### config.mk
export PLATFORM = sky130hd
export DESIGN_NAME = rf_read_sched_flat
export DESIGN_NICKNAME = d
export VERILOG_FILES = /design/src/rtl/rf_read_sched_if.sv /design/src/rtl/rf_read_sched.sv /design/src/flat_wrapper.sv
export SDC_FILE = /design/constraint.sdc
export NUM_CORES = 1
export LEC_CHECK = 0
export CORE_AREA = 2 2 83 85
export DETAILED_ROUTE_END_ITERATION = 12
export DIE_AREA = 0 0 85 87
export PLACE_DENSITY = 0.88
export SLEW_MARGIN = 20
export SYNTH_ARGS = -nofsm -noshare
export SYNTH_HDL_FRONTEND = slang
export SYNTH_SLANG_ARGS = --single-unit
### constraint.sdc
create_clock -name clk -period 3.25 [get_ports clk]
set_clock_uncertainty 0.05 [all_clocks]
set_input_delay 0.65 -clock clk [delete_from_list [all_inputs] [get_ports clk]]
set_output_delay 0.65 -clock clk [all_outputs]
set_load 0.1 [all_outputs]
### src/rtl/rf_read_sched_if.sv
// rf_read_sched_if
//   Bundles the operand-fetch scheduler's bus signals: the decode request
//   handshake, the register-file read and write ports, the writeback input
//   and the execute operand handshake.
//   Parameters: DW register data width, AW register index width.
//   Modports:
//     slave  - the scheduler (rf_read_sched)
//     master - the surrounding pipeline / register file
interface rf_read_sched_if #(
  parameter int DW = 8,
  parameter int AW = 3
);
  // decode -> scheduler
  logic          req_valid;
  logic          req_ready;
  logic [AW-1:0] req_rs1;
  logic [AW-1:0] req_rs2;
  logic [AW-1:0] req_rd;
  logic          req_wen;
  // register file ports
  logic [AW-1:0] rf_read_reg;
  logic [DW-1:0] rf_read_data;
  logic [AW-1:0] rf_write_reg;
  logic [DW-1:0] rf_write_data;
  logic          rf_reg_write;
  // writeback
  logic          wb_valid;
  logic [AW-1:0] wb_reg;
  logic [DW-1:0] wb_data;
  // scheduler -> execute
  logic          op_valid;
  logic          op_ready;
  logic [DW-1:0] op_a;
  logic [DW-1:0] op_b;
  logic [AW-1:0] op_rd;
  logic          op_wen;

  modport slave (
    input  req_valid, req_rs1, req_rs2, req_rd, req_wen,
    output req_ready,
    output rf_read_reg,
    input  rf_read_data,
    output rf_write_reg, rf_write_data, rf_reg_write,
    input  wb_valid, wb_reg, wb_data,
    output op_valid, op_a, op_b, op_rd, op_wen,
    input  op_ready
  );

  modport master (
    output req_valid, req_rs1, req_rs2, req_rd, req_wen,
    input  req_ready,
    input  rf_read_reg,
    output rf_read_data,
    input  rf_write_reg, rf_write_data, rf_reg_write,
    output wb_valid, wb_reg, wb_data,
    input  op_valid, op_a, op_b, op_rd, op_wen,
    output op_ready
  );
endinterface

### src/rtl/rf_read_sched.sv
// rf_read_sched
//   Operand-fetch scheduler for a 2^AW x DW register file with one
//   combinational read port and one write port. An accepted instruction
//   reads rs1 then rs2 through the single read port (RD1, RD2), then
//   presents both operands to execute (OUT). A pending-write scoreboard
//   (one busy bit per register) stalls reads of registers whose results
//   are still in flight; busy is set when an instruction with wen issues
//   and cleared by the matching writeback. Writeback traffic is passed
//   straight through to the register-file write port.
//
//   Ports:
//     clk        clock, rising edge
//     rst        asynchronous reset, active-high
//     bus        rf_read_sched_if.slave (request, rf ports, writeback, operands)
//     stall_cnt  saturating count of blocked read cycles
//
//   Configuration macro RFSCHED_FWD_EN:
//     defined   - a writeback to the source register in the same cycle is
//                 forwarded into the operand, so the read does not stall.
//     undefined - a busy source always blocks; the read completes from the
//                 register file the cycle after the writeback clears busy.
module rf_read_sched #(
  parameter int DW = 8,
  parameter int AW = 3
) (
  input  logic         clk,
  input  logic         rst,
  rf_read_sched_if.slave bus,
  output logic [15:0]  stall_cnt
);

  localparam int NREG = 1 << AW;

  typedef enum logic [1:0] {
    IDLE = 2'd0,
    RD1  = 2'd1,
    RD2  = 2'd2,
    OUT  = 2'd3
  } state_t;

  state_t          stateR;
  logic [AW-1:0]   rs1R;
  logic [AW-1:0]   rs2R;
  logic [AW-1:0]   rdR;
  logic            wenR;
  logic [NREG-1:0] busyR;
  logic [DW-1:0]   opAR;
  logic [DW-1:0]   opBR;
  logic [AW-1:0]   opRdR;
  logic            opWenR;
  logic            opValidR;
  logic [15:0]     stallCntR;

  logic [AW-1:0]   srcS;
  logic            blockedS;
  logic [DW-1:0]   readDataS;
  logic            issueS;
  logic [NREG-1:0] clrMaskS;
  logic [NREG-1:0] setMaskS;
  logic [NREG-1:0] busyNextS;

  // Write port is a pure pass-through, independent of state and reset.
  assign bus.rf_reg_write  = bus.wb_valid;
  assign bus.rf_write_reg  = bus.wb_reg;
  assign bus.rf_write_data = bus.wb_data;

  // Read index follows the current source; IDLE/OUT show rs1 (0 after reset).
  assign srcS            = (stateR == RD2) ? rs2R : rs1R;
  assign bus.rf_read_reg = srcS;

  assign bus.req_ready = (stateR == IDLE);
  assign bus.op_valid  = opValidR;
  assign bus.op_a      = opAR;
  assign bus.op_b      = opBR;
  assign bus.op_rd     = opRdR;
  assign bus.op_wen    = opWenR;
  assign stall_cnt     = stallCntR;

  // Decide whether the current source read is blocked and where its data comes from.
  always_comb begin
    blockedS  = 1'b0;
    readDataS = bus.rf_read_data;
`ifdef RFSCHED_FWD_EN
    if (bus.wb_valid && (bus.wb_reg == srcS)) begin
      blockedS  = 1'b0;
      readDataS = bus.wb_data;
    end else begin
      blockedS  = busyR[srcS];
      readDataS = bus.rf_read_data;
    end
`else
    blockedS  = busyR[srcS];
    readDataS = bus.rf_read_data;
`endif
  end

  // Scoreboard next value: clear on writeback, set on issue; set applied last so it wins.
  always_comb begin
    issueS    = (stateR == OUT) && bus.op_ready && wenR;
    clrMaskS  = bus.wb_valid ? (NREG'(1) << bus.wb_reg) : {NREG{1'b0}};
    setMaskS  = issueS ? (NREG'(1) << rdR) : {NREG{1'b0}};
    busyNextS = (busyR & ~clrMaskS) | setMaskS;
  end

  // Scheduler FSM, scoreboard, operand registers and stall counter.
  always_ff @(posedge clk or posedge rst) begin
    if (rst) begin
      stateR    <= IDLE;
      rs1R      <= {AW{1'b0}};
      rs2R      <= {AW{1'b0}};
      rdR       <= {AW{1'b0}};
      wenR      <= 1'b0;
      busyR     <= {NREG{1'b0}};
      opAR      <= {DW{1'b0}};
      opBR      <= {DW{1'b0}};
      opRdR     <= {AW{1'b0}};
      opWenR    <= 1'b0;
      opValidR  <= 1'b0;
      stallCntR <= 16'h0000;
    end else begin
      busyR <= busyNextS;
      case (stateR)
        IDLE: begin
          if (bus.req_valid) begin
            rs1R   <= bus.req_rs1;
            rs2R   <= bus.req_rs2;
            rdR    <= bus.req_rd;
            wenR   <= bus.req_wen;
            stateR <= RD1;
          end else begin
            stateR <= IDLE;
          end
        end
        RD1, RD2: begin
          if (blockedS) begin
            stallCntR <= (stallCntR == 16'hFFFF) ? stallCntR : stallCntR + 16'd1;
          end else if (stateR == RD1) begin
            opAR   <= readDataS;
            stateR <= RD2;
          end else begin
            opBR     <= readDataS;
            opRdR    <= rdR;
            opWenR   <= wenR;
            opValidR <= 1'b1;
            stateR   <= OUT;
          end
        end
        OUT: begin
          // Operands stay frozen until execute takes them.
          if (bus.op_ready) begin
            opValidR <= 1'b0;
            stateR   <= IDLE;
          end else begin
            stateR <= OUT;
          end
        end
        default: begin
          opValidR <= 1'b0;
          stateR   <= IDLE;
        end
      endcase
    end
  end

endmodule

### src/flat_wrapper.sv
// flat-port wrapper written by rule: the top's interface ports become plain ports
module rf_read_sched_flat 
#(
  parameter int DW = 8,
  parameter int AW = 3
)
  (clk, rst, stall_cnt, bus_req_valid, bus_req_rs1, bus_req_rs2, bus_req_rd, bus_req_wen, bus_req_ready, bus_rf_read_reg, bus_rf_read_data, bus_rf_write_reg, bus_rf_write_data, bus_rf_reg_write, bus_wb_valid, bus_wb_reg, bus_wb_data, bus_op_valid, bus_op_a, bus_op_b, bus_op_rd, bus_op_wen, bus_op_ready);
  rf_read_sched_if #(.DW(DW), .AW(AW)) bus_i ();
  input  logic clk;
  input  logic rst;
  output logic [15:0] stall_cnt;
  input wire logic [$bits(bus_i.req_valid)-1:0] bus_req_valid;
  input wire logic [$bits(bus_i.req_rs1)-1:0] bus_req_rs1;
  input wire logic [$bits(bus_i.req_rs2)-1:0] bus_req_rs2;
  input wire logic [$bits(bus_i.req_rd)-1:0] bus_req_rd;
  input wire logic [$bits(bus_i.req_wen)-1:0] bus_req_wen;
  output wire logic [$bits(bus_i.req_ready)-1:0] bus_req_ready;
  output wire logic [$bits(bus_i.rf_read_reg)-1:0] bus_rf_read_reg;
  input wire logic [$bits(bus_i.rf_read_data)-1:0] bus_rf_read_data;
  output wire logic [$bits(bus_i.rf_write_reg)-1:0] bus_rf_write_reg;
  output wire logic [$bits(bus_i.rf_write_data)-1:0] bus_rf_write_data;
  output wire logic [$bits(bus_i.rf_reg_write)-1:0] bus_rf_reg_write;
  input wire logic [$bits(bus_i.wb_valid)-1:0] bus_wb_valid;
  input wire logic [$bits(bus_i.wb_reg)-1:0] bus_wb_reg;
  input wire logic [$bits(bus_i.wb_data)-1:0] bus_wb_data;
  output wire logic [$bits(bus_i.op_valid)-1:0] bus_op_valid;
  output wire logic [$bits(bus_i.op_a)-1:0] bus_op_a;
  output wire logic [$bits(bus_i.op_b)-1:0] bus_op_b;
  output wire logic [$bits(bus_i.op_rd)-1:0] bus_op_rd;
  output wire logic [$bits(bus_i.op_wen)-1:0] bus_op_wen;
  input wire logic [$bits(bus_i.op_ready)-1:0] bus_op_ready;
  assign bus_i.req_valid = bus_req_valid;
  assign bus_i.req_rs1 = bus_req_rs1;
  assign bus_i.req_rs2 = bus_req_rs2;
  assign bus_i.req_rd = bus_req_rd;
  assign bus_i.req_wen = bus_req_wen;
  assign bus_req_ready = bus_i.req_ready;
  assign bus_rf_read_reg = bus_i.rf_read_reg;
  assign bus_i.rf_read_data = bus_rf_read_data;
  assign bus_rf_write_reg = bus_i.rf_write_reg;
  assign bus_rf_write_data = bus_i.rf_write_data;
  assign bus_rf_reg_write = bus_i.rf_reg_write;
  assign bus_i.wb_valid = bus_wb_valid;
  assign bus_i.wb_reg = bus_wb_reg;
  assign bus_i.wb_data = bus_wb_data;
  assign bus_op_valid = bus_i.op_valid;
  assign bus_op_a = bus_i.op_a;
  assign bus_op_b = bus_i.op_b;
  assign bus_op_rd = bus_i.op_rd;
  assign bus_op_wen = bus_i.op_wen;
  assign bus_i.op_ready = bus_op_ready;
  rf_read_sched #(.DW(DW), .AW(AW)) u_core (.clk(clk), .rst(rst), .bus(bus_i), .stall_cnt(stall_cnt));
endmodule
== Word level (Yosys, flattened, before mapping) ==
Index checks and enable logic that the tools add are counted.

* Logic and storage cells: 53
* Bits of input ports: 34
* Output and inout bits: 53
* Bits in registers: 57

* Add/sub/neg operators: 1
* Muxes and demuxes: 14
* Shift-type cells: 2
* Equal/unequal tests: 7
* Bitwise gates (word level): 6
* Reduce and logical (&&, ||, !) cells: 10
* Order comparisons: 1

{| class="wikitable"
|+ Operator list
! operator !! count
|-
| $add A16 B1 Y16 const B || 1
|-
| $eq A16 B16 Y1 const B || 1
|-
| $mux W8 || 2
|-
| $shl A1 B3 Y8 const A || 2
|-
| $reduce_and A3 Y1 || 3
|-
| $and A8 B8 Y8 || 1
|-
| $not A8 Y8 || 1
|-
| $or A8 B8 Y8 || 1
|-
| $mux W1 || 6
|-
| $ne A2 B2 Y1 const B || 3
|-
| $pmux W2 S3 || 1
|-
| $eq A2 B2 Y1 const B || 2
|-
| $lt A3 B4 Y1 const B || 1
|-
| $mux W2 || 2
|-
| $reduce_and A4 Y1 || 1
|-
| $bmux W1 S3 || 1
|-
| $mux W3 || 1
|-
| $not A1 Y1 || 3
|-
| $eq A2 B1 Y1 const B || 1
|-
| $logic_and A1 B1 Y1 || 2
|-
| $logic_not A2 Y1 || 1
|-
| $pmux W1 S2 || 1
|-
| $reduce_and A2 Y1 || 1
|-
| $reduce_bool A2 Y1 || 1
|-
| $reduce_or A2 Y1 || 1
|}

== Logic depth before layout (Yosys ltp) ==
Gate-level depths: netlist of run 1.

* Depth after elaboration: 6
* Gate-level depth with buffers: 11
* Depth with buffers taken out: 9

== Least setup slack after synthesis of run 1 ==
No wires, ideal clock.

* Path type: register to register
* Start: reg u_core.stateR[0]
* End: reg u_core.opBR[0], in the netlist u_core.bus.op_b[0]
* Setup time: 0.128 ns
* Data arrival time: 2.628 ns
* Setup slack: 0.444 ns
* Required time: 3.072 ns
* Stages on the path, launching flop included: 12
* Path buffers: 2
* Period minus slack after synthesis: 2.806 ns
* Path through: dfrtp_1 -> inv_1 -> ha_1 -> buf_6 -> mux2i_2 -> inv_2 -> nand2_1 -> nor2_1 -> or3_1 -> a21oi_2 -> buf_4 -> mux2_1

* Longest elaborated chain between the ends: 6
* Elaborated cells on any way between the ends: 9
* Those cells by class: eq/ne (2); mux (3); bitwise (2); reduce/logical (2)

{| class="wikitable"
|+ RTL lines
! element !! RTL line !! RTL
|-
| start, declared || rf_read_sched.sv:41 || <nowiki>state_t stateR;</nowiki>
|-
| start signal, assigned || rf_read_sched.sv:108 || <nowiki>stateR <= IDLE;</nowiki>
|-
| start signal, assigned || rf_read_sched.sv:129 || <nowiki>stateR <= RD1;</nowiki>
|-
| start signal, assigned || rf_read_sched.sv:131 || <nowiki>stateR <= IDLE;</nowiki>
|-
| $eq A2 B2 Y1 || rf_read_sched.sv:68 || <nowiki>assign srcS = (stateR == RD2) ? rs2R : rs1R;</nowiki>
|-
| $mux W3 || rf_read_sched.sv:68 ||
|-
| via bus_rf_read_reg[0] || flat_wrapper.sv:18 || <nowiki>output wire logic [$bits(bus_i.rf_read_reg)-1:0] bus_rf_read_reg;</nowiki>
|-
| $bmux W1 S3 || rf_read_sched.sv:92 || <nowiki>blockedS = busyR[srcS];</nowiki>
|-
| $mux W1 (not written as such) || rf_read_sched.sv:92 ||
|-
| $not A1 Y1 (no line) || n/a ||
|-
| $reduce_and A3 Y1 (no line) || n/a ||
|-
| end signal, assigned || rf_read_sched.sv:115 || <nowiki>opBR <= {DW{1'b0}};</nowiki>
|-
| end signal, assigned || rf_read_sched.sv:141 || <nowiki>opBR <= readDataS;</nowiki>
|-
| end, declared || rf_read_sched.sv:48 || <nowiki>logic [DW-1:0] opBR;</nowiki>
|}

The timed path passes the listed nets, and every way through them passes these cells. The select of a mux whose other input is x is not followed.
A chain may end at the register's enable or synchronous reset.

== Final worst setup path of run 1 ==
* Start: reg u_core.stateR[0]
* End: reg u_core.opBR[6], in the netlist u_core.bus.op_b[6]

* Longest elaborated chain between the ends: 6
* Elaborated cells on any way between the ends: 9
* Those cells by class: eq/ne (2); mux (3); bitwise (2); reduce/logical (2)

{| class="wikitable"
|+ RTL lines
! element !! RTL line
|-
| $eq A2 B2 Y1 || rf_read_sched.sv:68, rf_read_sched.sv:122
|-
| $mux W3 || rf_read_sched.sv:68
|-
| $bmux W1 S3 || rf_read_sched.sv:92
|-
| $mux W1 (not written as such) || rf_read_sched.sv:92
|-
| $not A1 Y1 (no line) || n/a
|-
| $reduce_and A3 Y1 (no line) * || n/a
|}

Mark *: on every way between the ends. The rest lies on a longest branch, timed or not. The select of a mux whose other input is x is not followed.

==> results of run 1 <==
[flip-flops by register name, summed over array words and instances (netlist names)]
name	count
u_core.rdR	3
u_core.rs2R	3
u_core.bus.op_wen	1
u_core.stateR	2
u_core.busyR	8
u_core.rs1R	3
u_core.bus.op_rd	3
u_core.bus.op_valid	1
u_core.bus.op_b	8
u_core.bus.op_a	8
u_core.stall_cnt	16
u_core.wenR	1
[final cells by class]
type / count / area share (%)
Timing Repair Buffer: 75 / 16.9
Sequential cell: 57 / 37.8
Inverter: 7 / 1.06
Multi-Input combinational cell: 162 / 36.0
Clock buffer: 10 / 3.38
Clock inverter: 6 / 2.19
Tap cell: 80 / 2.65
[cell usage after synthesis, drive strengths merged (2+ instances only)]
cell,number,area [um^2]
nor3,7,76.3
a211oi,2,25.0
nand2b,6,37.5
and4,2,17.5
nor4,4,31.3
mux2,31,379
a31oi,2,12.5
and3,3,18.8
o32ai,2,32.5
nand3,7,35.0
nor2b,5,31.3
nor3b,2,15.0
ha,6,75.1
buf,17,131
nor2,4,15.0
nand2,22,90.1
xnor2,2,17.5
a32o,2,21.3
dfrtp,57,1430
xor2,13,114
or3,2,12.5
inv,6,22.5
a21oi,4,23.8
mux2i,2,27.5
o21ai,12,60.1
o31ai,4,30.0
nand4,2,12.5
[kinds of logic after synthesis]
kind of cell               synth area share, %
muxes                                     13.8
and+or+nand+nor                           15.7
xor gates and xnor gates                  4.44
AOI/OAI and AO/OA                         9.56
adders and majority gates                 2.54
buffers and inverters                     5.80
DFF                                       48.2
[stage by stage]
step / TNS (ps) / setup slack (ps) / cell area (um^2)
CTS: 0 / 211 / 3770
global placement: 0 / 112 / 3530
floorplan: 0 / 444 / 2960
finish: 0 / 226 / 3770
global route: 0 / 70.1 / 3770
detailed placement: -14.1 / -14.1 / 3530
[worst min path at each step]
stage / slack, ps / startpoint / end
after floorplan: 420 / u_core.busyR[5]$_DFF_PP0_ / u_core.busyR[5]$_DFF_PP0_
after global placement: 420 / u_core.bus.op_b[1]$_DFFE_PP0P_ / u_core.bus.op_b[1]$_DFFE_PP0P_
after detailed placement: 430 / u_core.bus.op_b[1]$_DFFE_PP0P_ / u_core.bus.op_b[1]$_DFFE_PP0P_
after CTS: 440 / u_core.bus.op_b[1]$_DFFE_PP0P_ / u_core.bus.op_b[1]$_DFFE_PP0P_
after global routing: 460 / u_core.bus.op_rd[2]$_DFFE_PP0P_ / u_core.bus.op_rd[2]$_DFFE_PP0P_
final: 440 / u_core.bus.op_rd[2]$_DFFE_PP0P_ / u_core.bus.op_rd[2]$_DFFE_PP0P_
[layer usage]
| metal | wire length [um] | part of all wire [%] | GRT usage [%] | vias up |
|---|---|---|---|---|
| li1 | - | - | - | 993 |
| met1 | 2580 | 42 | 21.1 | 1070 |
| met2 | 3110 | 50 | 28.7 | 69 |
| met3 | 332 | 5.3 | 5.02 | 12 |
| met4 | 182 | 2.9 | 8.95 | 0 |
| met5 | 0 | 0 | 0 | - |
==> results by group, run 1 <==
Layout
  • P&R area growth vs syn: 27.6%
  • Final nets: 352
  • Sequential cell area: 1430 um^2
  • Fillers: 521
  • Multi-input gate area: 1360 um^2
  • Antenna diode count: 0
  • Commonest non-fill, non-tap cells in the layout: 57 x dfrtp_1, 49 x buf_4, 25 x clkdlybuf4s50_1
  • Share of layout cells above drive strength 1: 34.4%
  • Most common cell after layout, fill and taps aside: dfrtp_1
  • Post-layout util: 57.4%
  • Final cell count without fillers: 397

CTS
  • TritonCTS buffer count: 9
  • Clk_lat worst skew: 330 ps
  • Clk slew on worst S/H paths: 60 ps
  • Clock sink total: 57
  • CTS Buffer Depth: 2
  • Post_cts resized: 0
  • Setup bufs post-CTS: 3
  • CTS tree: done
  • CTS root buf: clkbuf_8
  • Cts hold-fix bufs: 0
  • H-Tree Depth: 3

Floorplan
  • Die Height: 87 um
  • Full die area: 7400 um^2
  • Die Width: 85 um
  • Io pins: 87
  • Starting Density: 45.0%
  • Site Rows: 30
  • Placeable Area: 6570 um^2

Logic synthesis
  • Synth warn: 0
  • Avg Cell Area, Syn: 12.2 um^2
  • Netlist Area Pre-Place: 2960 um^2
  • Library cells used by synthesis: 52
  • Number of synthesized register bits: 57
  • Primary FF master, synth: dfrtp_1
  • Post-synth EDFFs: 0
  • Sequential element share of the synthesized area: 48.2%
  • Syn Nets: 283
  • Cells after synthesis: 243
  • Share of synthesized flip-flops with an asynchronous set or reset: 100%

Critical path
  • Reg2reg path depth: 10
  • Nature of the critical path startpoint: register
  • Reg2reg setup slack: 230 ps
  • CP required: 3410 ps
  • Setup crit start: u_core.stateR[0]$_DFFE_PP0P_
  • CP max stage delay: 450 ps
  • R2R Path End: u_core.bus.op_b[6]$_DFFE_PP0P_
  • Setup crit end: u_core.bus.op_b[6]$_DFFE_PP0P_
  • R2R Path Start: u_core.stateR[0]$_DFFE_PP0P_
  • Worst path cell trace: inv_1, ha_1, mux2i_2, inv_2, nand2_1, nor2_1, or3_1, a21oi_2, buf_4, mux2_1
  • Worst-path maximum fanout: 10
  • Worst EP arrival: 3180 ps
  • Worst path bufs/invs: 3
  • Top delay family on crit path: multiplexers
  • CP endpoint kind: register
  • Setup CP Type: register to register
  • Critical path's slowest cell: ha_1
  • WP depth: 10

Route
  • DRC: 0
  • Routed WL: 6210 um
  • DR WL/cell: 15.6 um
  • DR vias/cell: 5.40
  • DRT antenna net count: 0
  • Total vias in the final route: 2144
  • Pre-antenna DRT Iters: 4
  • Drt initial violations: 143

Timing
  • Worst hold slack: 435 ps
  • Post-layout min period: 3020 ps
  • Fmax: 331 MHz
  • Fin crit share: 93.0%
  • Final number of setup-violating endpoints: 0
  • Hold Fails Final Rpt: 0
  • Number of max-slew violations in the final report: 0
  • RSZ-0062 raised after global routing: false
  • Slew @ Worst Pin: 704 ps
  • Relative slew slack: 53.1%

Status
  • Status: complete, no violations

Global route
  • Largest net degree at the start of global routing: 58
  • Vias in the first global route: 2085
  • Total Routing Usage GR: 17.5%
  • GRT Residual Overflow: 0
  • First-pass GRT wire length: 10100 um
  • Initial antenna violation count: 0

Place
  • Post-DP HPWL: 4520 um
  • GP Congestion: 0.826
  • Placed Cells: 378
  • Number of port buffers: 70

Worst hold path
  • Hold Crit Class: register to register
  • Hold path depth: 1

Run
  • Max cap viols: 0
Power of run 1 is not shown: default switching activity piles up to over one toggle a cycle in this logic, so the estimate is an artifact.
==> run 2, diff against run 1 <==
--- a/config.mk
+++ b/config.mk
@@ -5,9 +5,11 @@
 export SDC_FILE = /design/constraint.sdc
 export NUM_CORES = 1
 export LEC_CHECK = 0
+export CAP_MARGIN = 15
 export CORE_AREA = 2 2 83 85
 export DETAILED_ROUTE_END_ITERATION = 12
 export DIE_AREA = 0 0 85 87
+export MAX_ROUTING_LAYER = met4
 export PLACE_DENSITY = 0.88
 export SLEW_MARGIN = 20
 export SYNTH_ARGS = -nofsm -noshare
==> results by group, run 2 (same netlist as run 1, synthesis figures left out) <==
Status
  • Status: complete, no violations

CTS
  • Cts hold-fix bufs: 0 (unchanged)
  • CTS tree: done
  • CTS Buffer Depth: 2 (unchanged)
  • Clk_lat worst skew: 330 ps (about the same)
  • Clk slew on worst S/H paths: 60 ps (about the same)
  • Clock sink total: 57 (unchanged)
  • CTS root buf: clkbuf_8
  • H-Tree Depth: 3 (unchanged)
  • TritonCTS buffer count: 9 (unchanged)
  • Post_cts resized: 0 (unchanged)

Layout
  • Commonest non-fill, non-tap cells in the layout: 57 x dfrtp_1, 49 x buf_4, 25 x clkdlybuf4s50_1
  • Final cell count without fillers: 397 (unchanged)
  • Most common cell after layout, fill and taps aside: dfrtp_1
  • Share of layout cells above drive strength 1: 34.4% (unchanged)
  • Design area: 3770 um^2 (unchanged)
  • Post-layout util: 57.4% (unchanged)
  • Antenna diode count: 0 (unchanged)
  • Multi-input gate area: 1360 um^2 (unchanged)
  • Largest register FFs: 16 (unchanged)
  • P&R area growth vs syn: 27.6% (unchanged)
  • Sequential cell area: 1430 um^2 (unchanged)
  • Final nets: 352 (unchanged)
  • Fillers: 521 (unchanged)

Place
  • Number of port buffers: 70 (unchanged)
  • GP Congestion: 0.839 (+1.5%)
  • Area after DPL: 3530 um^2 (unchanged)
  • Post-DP HPWL: 4520 um (unchanged)
  • Placed Cells: 378 (unchanged)

Worst hold path
  • Hold Crit Class: register to register
  • Worst Hold End: u_core.bus.op_rd[2]$_DFFE_PP0P_
  • Hold path depth: 1 (unchanged)
  • Hold_sp: u_core.bus.op_rd[2]$_DFFE_PP0P_

Route
  • DRC: 0 (unchanged)
  • DR WL/cell: 15.7 um (+0.45%)
  • Total vias in the final route: 2128 (-0.75%)
  • Met1 Wirelength: 2650 um (+2.7%)
  • Routed WL: 6240 um (+0.45%)
  • DR vias/cell: 5.36 (-0.75%)
  • Top Layer Used: met4
  • Met3 Routed Length: 310 um (-6.6%)
  • DRT antenna net count: 0 (unchanged)
  • Pre-antenna DRT Iters: 4 (unchanged)
  • Drt initial violations: 150 (+4.9%)
  • Met2 wire len: 3090 um (-0.64%)

Timing
  • Fin crit share: 92.9% (-0.14 points)
  • Post-layout min period: 3020 ps (-4.66 ps)
  • Slew @ Worst Pin: 722 ps (+17.7 ps)
  • Number of max-slew violations in the final report: 0 (unchanged)
  • Fmax: 331 MHz (+0.15%)
  • Final number of setup-violating endpoints: 0 (unchanged)
  • Setup_tns: 0 ps (unchanged)
  • Hold Fails Final Rpt: 0 (unchanged)
  • RSZ-0062 raised after global routing: false
  • Relative slew slack: 51.9% (-1.2 points)

Critical path
  • Worst path cell trace: inv_1, ha_1, mux2i_2, inv_2, nand2_1, nor2_1, or3_1, a21oi_2, buf_4, mux2_1
  • CP max stage delay: 440 ps (about the same)
  • Worst path bufs/invs: 3 (unchanged)
  • CP endpoint kind: register
  • R2R Path Start: u_core.stateR[0]$_DFFE_PP0P_
  • Reg2reg path depth: 10 (unchanged)
  • Reg2reg setup slack: 230 ps (about the same)
  • CP required: 3410 ps (about the same)
  • Setup CP Type: register to register
  • Top delay family on crit path: multiplexers
  • Nature of the critical path startpoint: register
  • Worst EP arrival: 3180 ps (about the same)
  • Critical path's slowest cell: ha_1
  • R2R Path End: u_core.bus.op_b[6]$_DFFE_PP0P_
  • Worst-path maximum fanout: 10 (unchanged)

Floorplan
  • Full die area: 7400 um^2 (unchanged)
  • Io pins: 87 (unchanged)
  • Placeable Area: 6570 um^2 (unchanged)
  • Starting Density: 45.0% (unchanged)
  • Die Width: 85 um (unchanged)
  • Die Height: 87 um (unchanged)
  • Site Rows: 30 (unchanged)

Run
  • Max cap viols: 0 (unchanged)

Global route
  • Total Routing Usage GR: 18.1% (+0.61 points)
  • GRT Residual Overflow: 0 (unchanged)
  • First-pass GRT wire length: 10100 um (+0.41%)
  • Vias in the first global route: 2078 (-0.34%)
  • Largest net degree at the start of global routing: 58 (unchanged)
  • Initial antenna violation count: 0 (unchanged)
run 2: area by class of cell:
cell class	count	share of cell area, %
tap	80	2.65
clock buffer	10	3.38
sequential	57	37.8
multi-input combinational	162	36.0
inverter	7	1.06
timing repair buffer	75	16.9
clock inverter	6	2.19
run 2: worst max path at each step:
stage,startpoint,end,cells after the start
finish,u_core.stateR[0]$_DFFE_PP0P_,u_core.bus.op_b[6]$_DFFE_PP0P_,10
global route,u_core.stateR[0]$_DFFE_PP0P_,u_core.bus.op_b[1]$_DFFE_PP0P_,10
CTS,u_core.stateR[0]$_DFFE_PP0P_,u_core.bus.op_b[2]$_DFFE_PP0P_,10
detailed placement,u_core.stateR[0]$_DFFE_PP0P_,u_core.stall_cnt[1]$_DFFE_PP0P_,9
global placement,u_core.stateR[0]$_DFFE_PP0P_,u_core.stall_cnt[1]$_DFFE_PP0P_,9
floorplan,u_core.stateR[0]$_DFFE_PP0P_,u_core.bus.op_b[0]$_DFFE_PP0P_,11
run 2: metrics by stage:
| step | hold slack, ps | setup slack (ps) |
|---|---|---|
| finish | 436 | 231 |
| global route | 455 | 70.1 |
| CTS | 442 | 211 |
| detailed placement | 428 | -14.1 |
| global placement | 421 | 112 |
| floorplan | 419 | 444 |
run 2: layer usage:
layer	up-vias	track usage [%]
met2	58	28.5
li1	992	-
met5	-	-
met1	1066	21.7
met3	12	4.74
met4	0	8.95
run 2: repair_timing:
item | 4_1_cts | 5_1_grt
hold endpoints to repair | 0 | 0
setup buffers | 3 | 0
setup endpoints to repair | 1 | 0
Power of run 2 is left out for the same reason.
==> run 3, diff against run 2 <==
--- a/config.mk
+++ b/config.mk
@@ -5,12 +5,13 @@
 export SDC_FILE = /design/constraint.sdc
 export NUM_CORES = 1
 export LEC_CHECK = 0
-export CAP_MARGIN = 15
+export CAP_MARGIN = 30
 export CORE_AREA = 2 2 83 85
 export DETAILED_ROUTE_END_ITERATION = 12
 export DIE_AREA = 0 0 85 87
 export MAX_ROUTING_LAYER = met4
-export PLACE_DENSITY = 0.88
+export PLACE_DENSITY_LB_ADDON = 0.3
+export SKIP_CTS_REPAIR_TIMING = 1
 export SLEW_MARGIN = 20
 export SYNTH_ARGS = -nofsm -noshare
 export SYNTH_HDL_FRONTEND = slang
==> results by group, run 3 (same netlist as run 1, synthesis figures left out) <==
Timing
  • Final number of setup-violating endpoints: 0 (unchanged)
  • Post-layout min period: 3030 ps (+11.3 ps)
  • RSZ-0062 raised after global routing: false
  • Relative slew slack: 60.2% (+8.3 points)
  • Hold Fails Final Rpt: 0 (unchanged)
  • Number of max-slew violations in the final report: 0 (unchanged)
  • Fmax: 330 MHz (-0.37%)
  • Fin crit share: 93.2% (+0.35 points)
  • Slew @ Worst Pin: 596 ps (-126 ps)
  • Setup_tns: 0 ps (unchanged)

Route
  • DRT antenna net count: 0 (unchanged)
  • DR WL/cell: 15.1 um (-3.9%)
  • Pre-antenna DRT Iters: 4 (unchanged)
  • Drt initial violations: 104 (-31%)
  • Routed WL: 5980 um (-4.2%)
  • Total vias in the final route: 2073 (-2.6%)
  • DR vias/cell: 5.23 (-2.3%)
  • DRC: 0 (unchanged)

Critical path
  • CP required: 3400 ps (about the same)
  • CP max stage delay: 450 ps (about the same)
  • WP depth: 10 (unchanged)
  • R2R Path Start: u_core.stateR[0]$_DFFE_PP0P_
  • Worst-path maximum fanout: 9 (-1)
  • Worst path bufs/invs: 3 (unchanged)
  • Worst EP arrival: 3180 ps (about the same)
  • Critical path's slowest cell: ha_1
  • Reg2reg path depth: 10 (unchanged)
  • Worst path cell trace: inv_1, ha_1, mux2i_2, inv_2, nand2_1, nor2_1, or3_1, a21oi_2, buf_4, mux2_1
  • Nature of the critical path startpoint: register
  • Setup crit end: u_core.bus.op_b[3]$_DFFE_PP0P_
  • Setup crit start: u_core.stateR[0]$_DFFE_PP0P_
  • Top delay family on crit path: multiplexers
  • CP endpoint kind: register
  • R2R Path End: u_core.bus.op_b[3]$_DFFE_PP0P_
  • Reg2reg setup slack: 220 ps (about the same)
  • Setup CP Type: register to register

Run
  • Max cap viols: 0 (unchanged)

Place
  • Area after DPL: 3560 um^2 (+0.78%)
  • Number of port buffers: 70 (unchanged)
  • Post-DP HPWL: 4470 um (-1.1%)
  • GP Congestion: 0.870 (+3.7%)

Floorplan
  • Site Rows: 30 (unchanged)
  • Io pins: 87 (unchanged)
  • Die Height: 87 um (unchanged)
  • Starting Density: 45.0% (unchanged)
  • Placeable Area: 6570 um^2 (unchanged)
  • Full die area: 7400 um^2 (unchanged)
  • Die Width: 85 um (unchanged)

Layout
  • P&R area growth vs syn: 29.0%
  • Share of layout cells above drive strength 1: 34.2% (-0.21 points)
  • Final nets: 351 (-0.28%)
  • Largest register FFs: 16 (unchanged)
  • Design area: 3810 um^2 (+1.1%)
  • Commonest non-fill, non-tap cells in the layout: 57 x dfrtp_1, 48 x buf_4, 25 x clkdlybuf4s50_1
  • Antenna diode count: 0 (unchanged)
  • Most common cell after layout, fill and taps aside: dfrtp_1

Global route
  • Largest net degree at the start of global routing: 31 (-47%)
  • First-pass GRT wire length: 10000 um (-0.89%)
  • GRT Residual Overflow: 0 (unchanged)
  • Initial antenna violation count: 0 (unchanged)
  • Vias in the first global route: 2067 (-0.53%)
  • Total Routing Usage GR: 17.7% (-0.38 points)

CTS
  • CTS Buffer Depth: 2 (unchanged)
  • Clk_lat worst skew: 330 ps (about the same)
  • Clk slew on worst S/H paths: 70 ps (about the same)
  • CTS root buf: clkbuf_8
  • Clock sink total: 57 (unchanged)
  • H-Tree Depth: 3 (unchanged)
  • TritonCTS buffer count: 9 (unchanged)
  • CTS tree: done

Status
  • Status: complete, no violations

Worst hold path
  • Hold Crit Class: register to register
[run 3: cell count changes in the layout (fill, tap and decap cells not counted)]
cell,delta
buf_4,-1
bufinv_16,+2
clkinvlp_4,-1
clkinv_2,-1
[run 3: worst reg2reg max path, stage by stage (launching register included)]
cell	delay, ps
dfrtp_1	420
inv_1	130
ha_1	450
mux2i_2	330
inv_2	90
nand2_1	100
nor2_1	50
or3_1	430
a21oi_2	270
buf_4	240
mux2_1	350
[run 3: how the worst min path moves through the flow]
| stage | startpoint | endpoint | slack (ps) | depth (start not counted) |
|---|---|---|---|---|
| final | u_core.bus.op_b[0]$_DFFE_PP0P_ | u_core.bus.op_b[0]$_DFFE_PP0P_ | 440 | 1 |
| after global routing | u_core.bus.op_b[4]$_DFFE_PP0P_ | u_core.bus.op_b[4]$_DFFE_PP0P_ | 460 | 1 |
| after floorplan | u_core.busyR[5]$_DFF_PP0_ | u_core.busyR[5]$_DFF_PP0_ | 420 | 2 |
| after detailed placement | u_core.bus.op_wen$_DFFE_PP0P_ | u_core.bus.op_wen$_DFFE_PP0P_ | 430 | 1 |
| after CTS | u_core.bus.op_wen$_DFFE_PP0P_ | u_core.bus.op_wen$_DFFE_PP0P_ | 450 | 1 |
| after global placement | u_core.bus.op_b[3]$_DFFE_PP0P_ | u_core.bus.op_b[3]$_DFFE_PP0P_ | 430 | 1 |
[run 3: cell type report]
cell class,count,area (um^2)
clock buffers,10,128
clock inverters,6,130
fillers,561,2760
inverters,7,40.0
multi-input cells,162,1360
flip-flops and latches,57,1430
well taps,80,100
repair buffers,74,631
[run 3: metal layers]
metal  share of wire [%]  wire [um]  vias up  GRT usage, %
met5                   0          0        -             -
li1                    -          -      996             -
met3                 4.9        293        2          5.69
met2                  49       2950       47          27.3
met4                0.52         31        0          5.77
met1                  45       2700     1028          22.3
[run 3: per-stage QoR]
stage / hold slack [ps] / utilization (%) / instances / setup WS, ps
3_5_place_dp: 431 / 54.1 / 380 / 258
2_1_floorplan: 419 / - / 243 / 444
5_1_grt: 464 / 58.1 / 396 / 23.7
6_report: 444 / 58.1 / 396 / 220
3_3_place_gp: 432 / 54.1 / 380 / 354
4_1_cts: 446 / 58.1 / 396 / 215
Power of run 3 is left out for the same reason.
